===== src/rtl/booth_iter_mul_ctrl.sv =====
// Radix-4 Booth 32x32->64 iterative multiplier sequencer.
// Feeds one Booth window per cycle to an external PP generator and accumulates.
module booth_iter_mul_ctrl #(
    parameter int STEPS = 17
) (
    input  logic        clk,
    input  logic        rst_n,
    input  logic        in_valid,
    output logic        in_ready,
    input  logic [31:0] a,
    input  logic [31:0] b,
    input  logic        a_signed,
    input  logic        b_signed,
    input  logic        flush,
    output logic [2:0]  pp_src,
    output logic [63:0] pp_x,
    input  logic [63:0] pp_p,
    input  logic        pp_c,
    output logic        out_valid,
    input  logic        out_ready,
    output logic [63:0] result
);

    typedef enum logic [1:0] {
        IDLE = 2'd0,
        BUSY = 2'd1,
        DONE = 2'd2
    } state_t;

    state_t      state;
    state_t      state_nxt;
    logic [4:0]  cnt;
    logic [63:0] acc;
    logic [63:0] mcand;
    logic [34:0] mplier;
    logic        accept;
    logic        last;
    logic [63:0] a_ext;
    logic [33:0] b_ext;

    assign accept = (state == IDLE) && in_valid && !flush;
    assign last   = (cnt == 5'(STEPS - 1));
    assign a_ext  = a_signed ? {{32{a[31]}}, a} : {32'b0, a};
    assign b_ext  = b_signed ? {{2{b[31]}}, b} : {2'b00, b};

    // State register; async reset returns straight to IDLE.
    always_ff @(posedge clk or negedge rst_n) begin
        if (!rst_n) begin
            state <= IDLE;
        end else begin
            state <= state_nxt;
        end
    end

    // Next-state logic; flush wins in every state.
    always_comb begin
        state_nxt = state;
        unique case (state)
            IDLE: if (accept) state_nxt = BUSY;
            BUSY: begin
                if (flush) begin
                    state_nxt = IDLE;
                end else if (last) begin
                    state_nxt = DONE;
                end
            end
            DONE: if (flush || out_ready) state_nxt = IDLE;
            default: state_nxt = IDLE;
        endcase
    end

    // Operand capture, Booth stepping and accumulation.
    always_ff @(posedge clk or negedge rst_n) begin
        if (!rst_n) begin
            acc    <= '0;
            mcand  <= '0;
            mplier <= '0;
            cnt    <= '0;
        end else if (flush) begin
            acc <= '0;
            cnt <= '0;
        end else if (accept) begin
            acc    <= '0;
            mcand  <= a_ext;
            mplier <= {b_ext, 1'b0};
            cnt    <= '0;
        end else if (state == BUSY) begin
            acc    <= acc + pp_p + {63'b0, pp_c};
            mcand  <= mcand << 2;
            mplier <= mplier >> 2;
            cnt    <= cnt + 5'd1;
        end
    end

    // Generator sees a zero window outside BUSY so it contributes nothing.
    always_comb begin
        pp_src = 3'b000;
        pp_x   = '0;
        if (state == BUSY) begin
            pp_src = mplier[2:0];
            pp_x   = mcand;
        end
    end

    assign in_ready  = (state == IDLE);
    assign out_valid = (state == DONE);
    assign result    = acc;

endmodule

===== config.mk =====
export PLATFORM = sky130hd
export DESIGN_NAME = booth_iter_mul_ctrl
export DESIGN_NICKNAME = d
export VERILOG_FILES = /design/src/rtl/booth_iter_mul_ctrl.sv
export SDC_FILE = /design/constraint.sdc
export NUM_CORES = 1
export LEC_CHECK = 0
export ABC_AREA = 0
export ABC_CLOCK_PERIOD_IN_PS = 7900
export CELL_PAD_IN_SITES_DETAIL_PLACEMENT = 1
export CELL_PAD_IN_SITES_GLOBAL_PLACEMENT = 1
export CORE_UTILIZATION = 41
export CTS_BUF_LIST = sky130_fd_sc_hd__clkbuf_8
export DETAILED_ROUTE_END_ITERATION = 7
export PLACE_DENSITY = 0.94
export REMOVE_ABC_BUFFERS = 1
export SKIP_CTS_REPAIR_TIMING = 1
export SLEW_MARGIN = 5
export SYNTH_ARGS = -nofsm -noshare
export SYNTH_HDL_FRONTEND = slang
export SYNTH_SLANG_ARGS = --single-unit

===== constraint.sdc =====
create_clock -name clk -period 7.9 [get_ports clk]
set_input_delay 1.58 -clock clk [delete_from_list [all_inputs] [get_ports clk]]
set_output_delay 1.58 -clock clk [all_outputs]
set_load 0.01 [all_outputs]

# After elaboration in Yosys (flattened, before gate mapping)
# Index checks and enable logic that the tools add are counted.
totals:
  register_bits: 170
  inputBits: 136
  word_cells: 43
classes:
  add_sub_neg: 3
  n_eq_ne: 6
  muxes: 19
  bitwise: 1
  n_reduce_logical: 9
op_table:
  columns: ["operator", "count"]
  rows:
  - ["64-bit two-way mux", 7]
  - ["35-bit two-way mux", 2]
  - ["64-bit by 1-bit adder with 64-bit output", 1]
  - ["64-bit adder", 1]
  - ["34-bit two-way mux", 1]
  - ["5-bit two-way mux", 3]
  - ["2-bit two-way mux", 4]
  - ["2-bit one-hot mux with 3 select lines", 1]
  - ["5-bit by 1-bit adder with 5-bit output (second input constant)", 1]
  - ["5-bit equality test (second input constant)", 1]
  - ["2-bit by 1-bit inequality test with 1-bit output (second input constant)", 2]
  - ["3-bit two-way mux", 1]
  - ["3-bit inequality test (second input constant)", 1]
  - ["3-bit AND reduction", 1]
  - ["3-bit nonzero test", 1]
  - ["2-bit by 1-bit equality test with 1-bit output (second input constant)", 1]
  - ["2-bit equality test (second input constant)", 1]
  - ["1-bit logical AND", 2]
  - ["2-bit zero test", 1]
  - ["2-bit AND reduction", 1]
  - ["2-bit nonzero test", 1]
  - ["1-bit zero test", 1]
  - ["1-bit logical OR", 1]
  - ["1-bit NOT", 1]

# Logic depth before layout (Yosys ltp)
# Gate-level depths: netlist of run 1.
depth:
  ltp_word: 5
  mapped_depth: 12

# Worst setup path before layout of run 1
# No wires, ideal clock.
synth_timing:
  kind: "in2reg"
  startpoint: "input pp_p[0]"
  endpoint: "register acc[62], in the netlist result[62]"
  arrival_ns: 4.266
  required_time_ns: 7.817
  setup_slack_ns: 3.551
  stages: 12
  cell_sequence: "fa_1 fa_1 a21o_1 a221oi_2 o21a_1 o211ai_1 a21oi_1 o211ai_1 a21oi_1 o311ai_1 xnor2_1 o21ai_0"
synth_via:
  elab_chain_len: 5
synth_rtl:
  columns: ["element", "line", "source"]
  rows:
  - ["start, declared", "17", "input logic [63:0] pp_p,"]
  - ["64-bit adder", "88", "acc <= acc + pp_p + {63'b0, pp_c};"]
  - ["64-bit by 1-bit adder with 64-bit output", "88", null]
  - ["64-bit two-way mux", "87", "end else if (state == BUSY) begin"]
  - ["64-bit two-way mux", "82", "end else if (accept) begin"]
  - ["64-bit two-way mux", "79", "end else if (flush) begin"]
  - ["end signal, assigned", "88", null]
  - ["end, declared", "33", "logic [63:0] acc;"]
# Every way passes these cells. The select of a mux whose other input is x is not followed.
# A chain may end at the register's enable or synchronous reset.

# Worst setup path in the final report of run 1
layout_timing:
  startpoint: "input pp_p[0]"
  endpoint: "register acc[50], in the netlist result[50]"
# Same word-level chain as after synthesis.

==> impl_metrics.toml, run 1 <==
[hold_path]
min_path_cells = 2
min_path_type = "register to register"
hold_start = "mplier[1]$_DFFE_PN0P_"

[critical_path]
crit_fanout = 3
r2r-start = "result[0]$_DFFE_PN0P_"
cp.arrival_ns = 5.38
crit_chain = "clkdlybuf4s50_1, fa_1, fa_1, a21o_1, a221oi_2, o21a_1, o211ai_1, a21oi_1, o211ai_1, a21oi_1, o21ai_0, xnor2_1, o21ai_0"
crit_start = "pp_p[0]"
path_buf_inv = 1
cpPeakStageDelay_ns = 0.51
reg2reg_depth = 12
crit_slowest_cell = "fa_1"
required_ns = 8.23
critPathTopFamily = "compound AO/OA/AOI/OAI gates"
path_class = "input port to register"
cp-start-kind = "input port"
cp-end-kind = "register"
crit_cells = 13

[power]
internal-power_mw = 1.721
p_seq_share_pct = 41.3
pwr-share-clk_pct = 24.5
netSwitchingPower_mw = 1.017
p_comb_share_pct = 34.2
p_per_area_mw_per_mm2 = 194.3
p_leak_nw = 6.347
max-vdd-ir-drop_v = 0.00009507
sw_frac_of_total_pct = 37.14
total_power_mw = 2.737

[floorplanning]
core-area_sq_mm = 0.02591
boundaryPins = 269
dieWidth_microns = 164.3
die_y_microns = 164.3
dieArea_sq_mm = 0.02698
initial_utilization_pct = 41.66
core.rowCount = 59

[run_status]
status = "finished clean"

[global_route]
grt_usage_pct = 27.39
grt_pass1_vias = 11250
grt_pass1_wl_microns = 58470
grt_max_degree = 107
grt-ovfl-total = 0
antenna_found_initial = 4

[placement]
dpl.cell_count = 1824
place_area_sq_mm = 0.01365
pre_cts_ws_ns = 2.463
gp_congestion = 0.8795
portBuffers = 268
dp_hpwl_microns = 26340

[routing]
drt_iter0_markers = 599
route.detailed.drc = 0
ant_nets = 0
viasPerCell = 5.697
drtPass1Iterations = 5
wl_per_cell_microns = 19.78
num_vias = 10620
routed_wl_microns = 36870

[clock_tree]
cts_root_buf = "clkbuf_8"
clock_sinks = 169
htree_levels = 4
path_clk_slew_ns = 0.11
clock_tree.buffer_depth = 2
clk_latency_ns = 0.48
cts_buffers = 17
cts_tree = "done"

[yosys]
synth_area_sq_mm = 0.01080
synth_edf_count = 0
ys_warn_count = 0
synth_common_cells = "nand2_1 (279), dfrtp_1 (169), a21oi_1 (107), o21ai_0 (100), nor2_1 (77)"
yosysSeqAreaShare_pct = 39.17
synthFlopType = "dfrtp_1"
ys_top_cells_by_area = "dfrtp_1 (39%), nand2_1 (9.7%), ha_1 (7.4%)"
synthesis.area_per_instance_sq_um = 8.356
ys_ff_latch = 169
ys_types = 64
syn-instance-count = 1292
synthArstFlopShare_pct = 100.0
yosysMostFrequentCell = "nand2_1"
yosysTopAreaCell = "dfrtp_1"
synth_top_area_share_pct = 39.17

[sta]
hold_violations = 0
finalMaxSlewViolations = 0
fin_hold_ws_ns = 0.4844
period_share_pct = 63.89
max_freq_ghz = 0.1981
finalSetupTns_ns = 0
tightest_slew_ns = 1.118
setup_violations = 0
worst_slack_ns = 2.852
slew_headroom_pct = 25.27
finClkSkew_ns = 0.01555
rsz0062_at_grt = "no"
final.min_clock_period_ns = 5.048

[finish]
fin_cells = 1864
nets = 1710
fin_util_pct = 54.36
fill_cells = 3089
stdcell_area_sq_mm = 0.01409
area_delta_synth_final_pct = 30.48
drive_gt1_share_pct = 3.879

[run]
drv_cap = 0
==> cell usage in the layout, fill, tap and decap left out, types with 4 or more instances in the layout <==
| cell type | netlist | routed |
|---|---|---|
| or3_1 | 6 | 6 |
| nand3_1 | 10 | 10 |
| xor2_1 | 27 | 27 |
| buf_4 | 3 | 8 |
| a211oi_1 | 7 | 7 |
| o21bai_1 | 10 | 10 |
| diode_2 | 0 | 8 |
| clkdlybuf4s50_1 | 0 | 267 |
| nor3_1 | 7 | 7 |
| dfrtp_1 | 169 | 169 |
| a21oi_1 | 107 | 107 |
| a31oi_1 | 8 | 7 |
| o21ai_0 | 100 | 100 |
| clkbuf_8 | 0 | 18 |
| nand2_1 | 279 | 279 |
| inv_1 | 17 | 17 |
| and2_1 | 70 | 70 |
| ha_1 | 64 | 64 |
| o21ai_1 | 8 | 8 |
| a21o_1 | 44 | 44 |
| inv_8 | 0 | 7 |
| a22oi_1 | 60 | 60 |
| o211ai_1 | 4 | 4 |
| nor2_1 | 77 | 74 |
| o21a_1 | 6 | 6 |
| and3_1 | 9 | 9 |
| nand2b_1 | 6 | 5 |
| a221oi_1 | 6 | 6 |
| nand4_1 | 21 | 21 |
| xnor2_1 | 38 | 38 |
==> routing by layer <==
metal,track usage [%],vias to the layer above,part of all wire [%]
met5,0,-,0.035
li1,-,4953,-
met3,4.141,86,4.5
met1,34.58,5282,42
met4,12.92,2,3.6
met2,45.82,296,50
==> layout make-up <==
class                      instances  area, sq um  share of cell area (%)
antenna                            8        20.02                  0.1421
clock buffer                      18        247.7                   1.759
clock inverter                    14        168.9                   1.199
inverter                          17        63.81                  0.4530
multi-input combinational       1027         6193                   43.97
sequential                       169         4229                   30.02
tap                              335        419.2                   2.976
timing repair buffer             276         2744                   19.48
==> cells by family (layout without fill, tap and decap cells) <==
group / count (synthesis) / count (layout) / synth area share (%)
AO/OA/AOI/OAI: 392 / 392 / 22.80
AND/OR/NAND/NOR: 502 / 502 / 20.90
adder cells (fa/ha/maj): 66 / 66 / 7.789
XOR/XNOR: 65 / 65 / 5.274
flip-flops: 169 / 169 / 39.17
multiplexers: 2 / 2 / 0.1855
other: 0 / 8 / 0
buffers and inverters: 96 / 325 / 3.883
==> flip-flops by register name, summed over array words and instances, names as in the netlist <==
| register | flops |
|---|---|
| state | 2 |
| cnt | 5 |
| mplier | 34 |
| mcand | 64 |
| result | 64 |
==> final timing paths <==
check,endpoint,slack (ns)
setup / recovery,result[50]$_DFFE_PN0P_,2.85
hold / removal,mplier[1]$_DFFE_PN0P_,0.48
setup reg to reg,result[50]$_DFFE_PN0P_,4.00
hold reg to reg,mplier[1]$_DFFE_PN0P_,0.48
max in group asynchronous,result[8]$_DFFE_PN0P_,5.25
min in group asynchronous,mcand[44]$_DFFE_PN0P_,1.25
==> power groups by stage <==
stage / clock network, mW / logic (mW) / registers (mW)
2_1_floorplan: 0 / 0.522 / 1.12
3_3_place_gp: 0 / 0.882 / 1.13
3_5_place_dp: 0 / 0.925 / 1.14
4_1_cts: 0.686 / 0.936 / 1.13
5_1_grt: 0.719 / 1.03 / 1.15
6_report: 0.671 / 0.935 / 1.13
==> worst reg2reg max path, cell delays in order (launching register included) <==
cell and delay (ns):
dfrtp_1 0.43, fa_1 0.46, fa_1 0.43, a21o_1 0.22, a221oi_2 0.37, o21a_1 0.24, o211ai_1 0.17, a21oi_1 0.40
o211ai_1 0.24, a21oi_1 0.34, o21ai_0 0.20, xnor2_1 0.16, o21ai_0 0.08
Power figures use the tool's default switching activity.
==> run 2: changes to the inputs <==
--- a/config.mk
+++ b/config.mk
@@ -6,13 +6,13 @@
 export NUM_CORES = 1
 export LEC_CHECK = 0
 export ABC_AREA = 0
-export ABC_CLOCK_PERIOD_IN_PS = 7900
+export ABC_CLOCK_PERIOD_IN_PS = 4500
 export CELL_PAD_IN_SITES_DETAIL_PLACEMENT = 1
 export CELL_PAD_IN_SITES_GLOBAL_PLACEMENT = 1
-export CORE_UTILIZATION = 41
+export CORE_UTILIZATION = 34
 export CTS_BUF_LIST = sky130_fd_sc_hd__clkbuf_8
 export DETAILED_ROUTE_END_ITERATION = 7
-export PLACE_DENSITY = 0.94
+export PLACE_DENSITY = 0.84
 export REMOVE_ABC_BUFFERS = 1
 export SKIP_CTS_REPAIR_TIMING = 1
 export SLEW_MARGIN = 5
==> constraint.sdc (replaced) <==
create_clock -name clk -period 4.5 [get_ports clk]
set_input_delay 0.9 -clock clk [delete_from_list [all_inputs] [get_ports clk]]
set_output_delay 0.9 -clock clk [all_outputs]
set_load 0.01 [all_outputs]
==> impl_metrics.toml, run 2 (synthesized netlist as in run 1, its figures left out) <==
[routing]
drt_iter0_markers = 610
ant_nets = 0
num_vias = 10320
route.detailed.drc = 0
drtPass1Iterations = 5
wl_per_cell_microns = 18.59
viasPerCell = 5.338
routed_wl_microns = 35950

[finish]
drive_gt1_share_pct = 4.694
nets = 1723
multi_input_area_sq_mm = 0.006193
final_common_cell = "nand2_1"
fin_cells = 1934
fin_util_pct = 46.19
regArea_sq_mm = 0.004229
area_delta_synth_final_pct = 32.26
fill_cells = 3663
mostFrequentLayoutCells = "nand2_1 (279), clkdlybuf4s50_1 (267), dfrtp_1 (169)"

[sta]
finalMaxSlewViolations = 0
fin_hold_ws_ns = 0.4735
rsz0062_at_grt = "no"
period_share_pct = 93.88
slew_headroom_pct = 43.93
setup_violations = 0
finClkSkew_ns = 0.01962
max_freq_ghz = 0.2367
tightest_slew_ns = 0.8391
finalSetupTns_ns = 0
final.min_clock_period_ns = 4.225
hold_violations = 0

[critical_path]
cp.arrival_ns = 4.61
cp-end-kind = "register"
reg2reg_depth = 12
cp-start-kind = "input port"
path_class = "input port to register"
required_ns = 4.88
crit_fanout = 3

[global_route]
grt_pass1_wl_microns = 59010
grt_max_degree = 82
grt_pass1_vias = 10830
grt-ovfl-total = 0
antenna_found_initial = 3
grt_usage_pct = 22.34

[floorplanning]
core-area_sq_mm = 0.03091
core.rowCount = 64
die_y_microns = 180.2
boundaryPins = 269
dieArea_sq_mm = 0.03247
initial_utilization_pct = 34.93
dieWidth_microns = 180.2

[run]
drv_cap = 0

[run_status]
status = "finished clean"

[placement]
dp_hpwl_microns = 26890
dpl.cell_count = 1898
gp_congestion = 0.8725
portBuffers = 268

[power]
internal-power_mw = 2.973
sw_frac_of_total_pct = 37.43
netSwitchingPower_mw = 1.778
p_per_area_mw_per_mm2 = 332.8
max-vdd-ir-drop_v = 0.0002045
p_seq_share_pct = 41.5
total_power_mw = 4.751
p_leak_nw = 6.412
p_comb_share_pct = 34.5
pwr-share-clk_pct = 24.0

[clock_tree]
cts_buffers = 17
clock_tree.buffer_depth = 2
clock_sinks = 169
clk_latency_ns = 0.47
path_clk_slew_ns = 0.11
cts_tree = "done"
htree_levels = 4
cts_root_buf = "clkbuf_8"

[hold_path]
min_path_type = "input port to async pin"
run 2: cell types whose count changed in the layout (fill, tap and decap cells not counted), sizes merged:
cell,delta
diode,-4
inv,-1
clkinv,+3
buf,+13
clkbuf,-1
bufinv,-1
run 2: metal layers:
metal	part of all wire, %	vias to the layer above	track usage (%)
li1	-	4992	-
met1	46	5079	29.64
met2	48	207	36.78
met3	3.8	46	4.022
met4	2.3	0	7.145
met5	0	-	0
run 2: area by class of cell:
type                       instances  area share, %
sequential                       169          29.62
timing repair buffer             289          20.16
inverter                          17         0.4469
tap                              396          3.470
antenna                            4        0.07011
multi-input combinational       1027          43.38
clock inverter                    15          1.209
clock buffer                      17          1.639
run 2: final timing paths:
check | from | end | slack, ns
min in group clk | mplier[19]$_DFFE_PN0P_ | mplier[19]$_DFFE_PN0P_ | 0.49
max reg2reg | result[0]$_DFFE_PN0P_ | result[50]$_DFFE_PN0P_ | 0.77
min | rst_n | result[15]$_DFFE_PN0P_ | 0.47
max in group asynchronous | rst_n | mcand[48]$_DFFE_PN0P_ | 3.09
max | pp_p[0] | result[50]$_DFFE_PN0P_ | 0.28
min reg2reg | mplier[19]$_DFFE_PN0P_ | mplier[19]$_DFFE_PN0P_ | 0.49
run 2: worst max-delay path: stages:
cell and delay (ns):
clkdlybuf4s50_1 0.43, fa_1 0.49, fa_1 0.43, a21o_1 0.22, a221oi_2 0.38, o21a_1 0.27, o211ai_1 0.22, a21oi_1 0.30
o211ai_1 0.21, a21oi_1 0.26, o21ai_0 0.16, xnor2_1 0.16, o21ai_0 0.17
run 2: through the flow:
stage	cell area, sq um	worst slack, ns
2_1_floorplan	10440	-3.632
3_3_place_gp	13860	0.07487
3_5_place_dp	13860	-0.1012
4_1_cts	14270	0.3828
5_1_grt	14270	0.1109
6_report	14280	0.2755
run 2: power groups by stage:
stage                     sequential [mW]  clock (mW)  combinational (mW)
after floorplan                      1.97           0               0.917
after global placement               1.99           0                1.59
after detailed placement             2.00           0                1.64
after CTS                            1.98        1.18                1.65
after global routing                 2.01        1.24                1.81
final                                1.97        1.14                1.64
==> run 3: changes to the inputs <==
--- a/config.mk
+++ b/config.mk
@@ -6,13 +6,13 @@
 export NUM_CORES = 1
 export LEC_CHECK = 0
 export ABC_AREA = 0
-export ABC_CLOCK_PERIOD_IN_PS = 4500
+export ABC_CLOCK_PERIOD_IN_PS = 3980
 export CELL_PAD_IN_SITES_DETAIL_PLACEMENT = 1
 export CELL_PAD_IN_SITES_GLOBAL_PLACEMENT = 1
-export CORE_UTILIZATION = 34
+export CORE_UTILIZATION = 38
 export CTS_BUF_LIST = sky130_fd_sc_hd__clkbuf_8
 export DETAILED_ROUTE_END_ITERATION = 7
-export PLACE_DENSITY = 0.84
+export PLACE_DENSITY = 0.88
 export REMOVE_ABC_BUFFERS = 1
 export SKIP_CTS_REPAIR_TIMING = 1
 export SLEW_MARGIN = 5
==> constraint.sdc (replaced) <==
create_clock -name clk -period 3.98 [get_ports clk]
set_input_delay 0.796 -clock clk [delete_from_list [all_inputs] [get_ports clk]]
set_output_delay 0.796 -clock clk [all_outputs]
set_load 0.01 [all_outputs]
==> impl_metrics.toml, run 3 (synthesized netlist as in run 1, its figures left out) <==
[routing]
route.detailed.drc = 0
viasPerCell = 5.500
ant_nets = 0
num_vias = 10880
drt_iter0_markers = 606
routed_wl_microns = 38500
drtPass1Iterations = 5
wl_per_cell_microns = 19.46

[global_route]
grt_pass1_wl_microns = 60010
grt_max_degree = 91
grt_usage_pct = 26.20
grt-ovfl-total = 0
antenna_found_initial = 6
grt_pass1_vias = 11500

[sta]
finalMaxSlewViolations = 0
hold_violations = 0
period_share_pct = 98.37
setup_violations = 0
tightest_slew_ns = 0.7622
max_freq_ghz = 0.2554
finClkSkew_ns = 0.01587
final.min_clock_period_ns = 3.915
fin_hold_ws_ns = 0.2083
slew_headroom_pct = 49.19

[clock_tree]
clock_tree.buffer_depth = 2
cts_root_buf = "clkbuf_8"
clock_sinks = 169
clk_latency_ns = 0.48
htree_levels = 4
cts_tree = "done"
cts_buffers = 17
path_clk_slew_ns = 0.10

[finish]
multi_input_area_sq_mm = 0.006217
drive_gt1_share_pct = 8.469
fin_util_pct = 52.77
nets = 1783
stdcell_area_sq_mm = 0.01470
fill_cells = 3279
final_common_cell = "nand2_1"
regArea_sq_mm = 0.004229
mostFrequentLayoutCells = "nand2_1 (279), clkdlybuf4s50_1 (267), dfrtp_1 (169)"
area_delta_synth_final_pct = 36.18

[run]
drv_cap = 0

[placement]
portBuffers = 268
gp_congestion = 0.8887
place_area_sq_mm = 0.01425
dp_hpwl_microns = 28010

[floorplanning]
boundaryPins = 269
core.rowCount = 61
initial_utilization_pct = 38.75
die_y_microns = 170.6
core-area_sq_mm = 0.02786
dieArea_sq_mm = 0.02909
dieWidth_microns = 170.6

[power]
p_per_area_mw_per_mm2 = 374.5
max-vdd-ir-drop_v = 0.0002362
p_leak_nw = 6.682

[critical_path]
crit_start = "pp_c"
cp.arrival_ns = 4.23
cp-end-kind = "register"
reg2reg_slack_ns = 0.45
critPathCapture = "result[46]$_DFFE_PN0P_"
path_class = "input port to register"
rr_endpoint = "result[46]$_DFFE_PN0P_"
crit_fanout = 3
cp-start-kind = "input port"
r2r-start = "result[0]$_DFFE_PN0P_"
reg2reg_depth = 13
required_ns = 4.30

[run_status]
status = "finished clean"

[hold_path]
min_path_type = "input port to async pin"
## run 3: cell count changes in the layout (fill, tap and decap cells not counted), moves of 2 or more
cell / before / now
clkinvlp_4: 0 / 3
clkinv_8: 5 / 0
inv_6: 5 / 3
a21oi_2: 0 / 2
diode_2: 4 / 6
a21oi_1: 107 / 105
fa_1: 2 / 0
fa_2: 0 / 2
buf_4: 18 / 79
## run 3: per-stage QoR
step | worst slack (ns) | setup TNS [ns] | power [mW] | cells
after CTS | -0.04314 | -0.04314 | 5.526 | 1969
after floorplan | -4.152 | -302.75 | 3.260 | 1213
after detailed placement | -0.4799 | -7.317 | 4.234 | 1937
after global routing | -0.03109 | -0.06968 | 5.842 | 1977
final | 0.06473 | 0 | 5.506 | 1978
after global placement | -0.3189 | -3.468 | 4.130 | 1937
## run 3: area by class of cell
| cell class | instances | share of cell area, % |
|---|---|---|
| clock inverters | 14 | 0.9447 |
| diodes | 6 | 0.1021 |
| clock buffers | 18 | 1.685 |
| well taps | 378 | 3.217 |
| inverters | 17 | 0.4340 |
| repair buffers | 349 | 22.56 |
| flip-flops and latches | 169 | 28.77 |
| multi-input cells | 1027 | 42.29 |
## run 3: worst min path at each step
stage	startpoint	endpoint	slack (ns)	cells after the start
floorplan	mplier[1]$_DFFE_PN0P_	mplier[1]$_DFFE_PN0P_	0.44	2
global placement	mplier[1]$_DFFE_PN0P_	mplier[1]$_DFFE_PN0P_	0.45	2
detailed placement	mplier[11]$_DFFE_PN0P_	mplier[11]$_DFFE_PN0P_	0.46	2
CTS	rst_n	mcand[44]$_DFFE_PN0P_	0.21	1
global route	rst_n	mcand[50]$_DFFE_PN0P_	0.21	1
finish	rst_n	mcand[50]$_DFFE_PN0P_	0.21	1
## run 3: worst max-delay path, stage by stage
cell and delay, ns:
clkdlybuf4s50_1 0.45, fa_2 0.44, fa_2 0.37, a21o_1 0.23, a221oi_4 0.32, o21a_1 0.22
o211ai_1 0.15, a21oi_2 0.27, o211ai_1 0.22, buf_4 0.19, a21oi_2 0.18, buf_4 0.15
xnor2_1 0.13, o21ai_0 0.13
## run 3: power breakdown
part	switching (mW)	internal (mW)	leakage (nW)
clock	0.735	0.528	0.193
combinational	1.05	0.957	4.35
sequential	0.232	2.01	2.14
total	2.01	3.49	6.68
## run 3: layer usage
| layer | up-vias | share of wire (%) | GRT usage, % | wire (microns) |
|---|---|---|---|---|
| li1 | 5099 | - | - | - |
| met1 | 5420 | 43 | 32.27 | 16380 |
| met2 | 267 | 49 | 44.47 | 18830 |
| met3 | 91 | 4.1 | 4.372 | 1587 |
| met4 | 2 | 4.4 | 12.53 | 1693 |
| met5 | - | 0.034 | 0 | 13 |
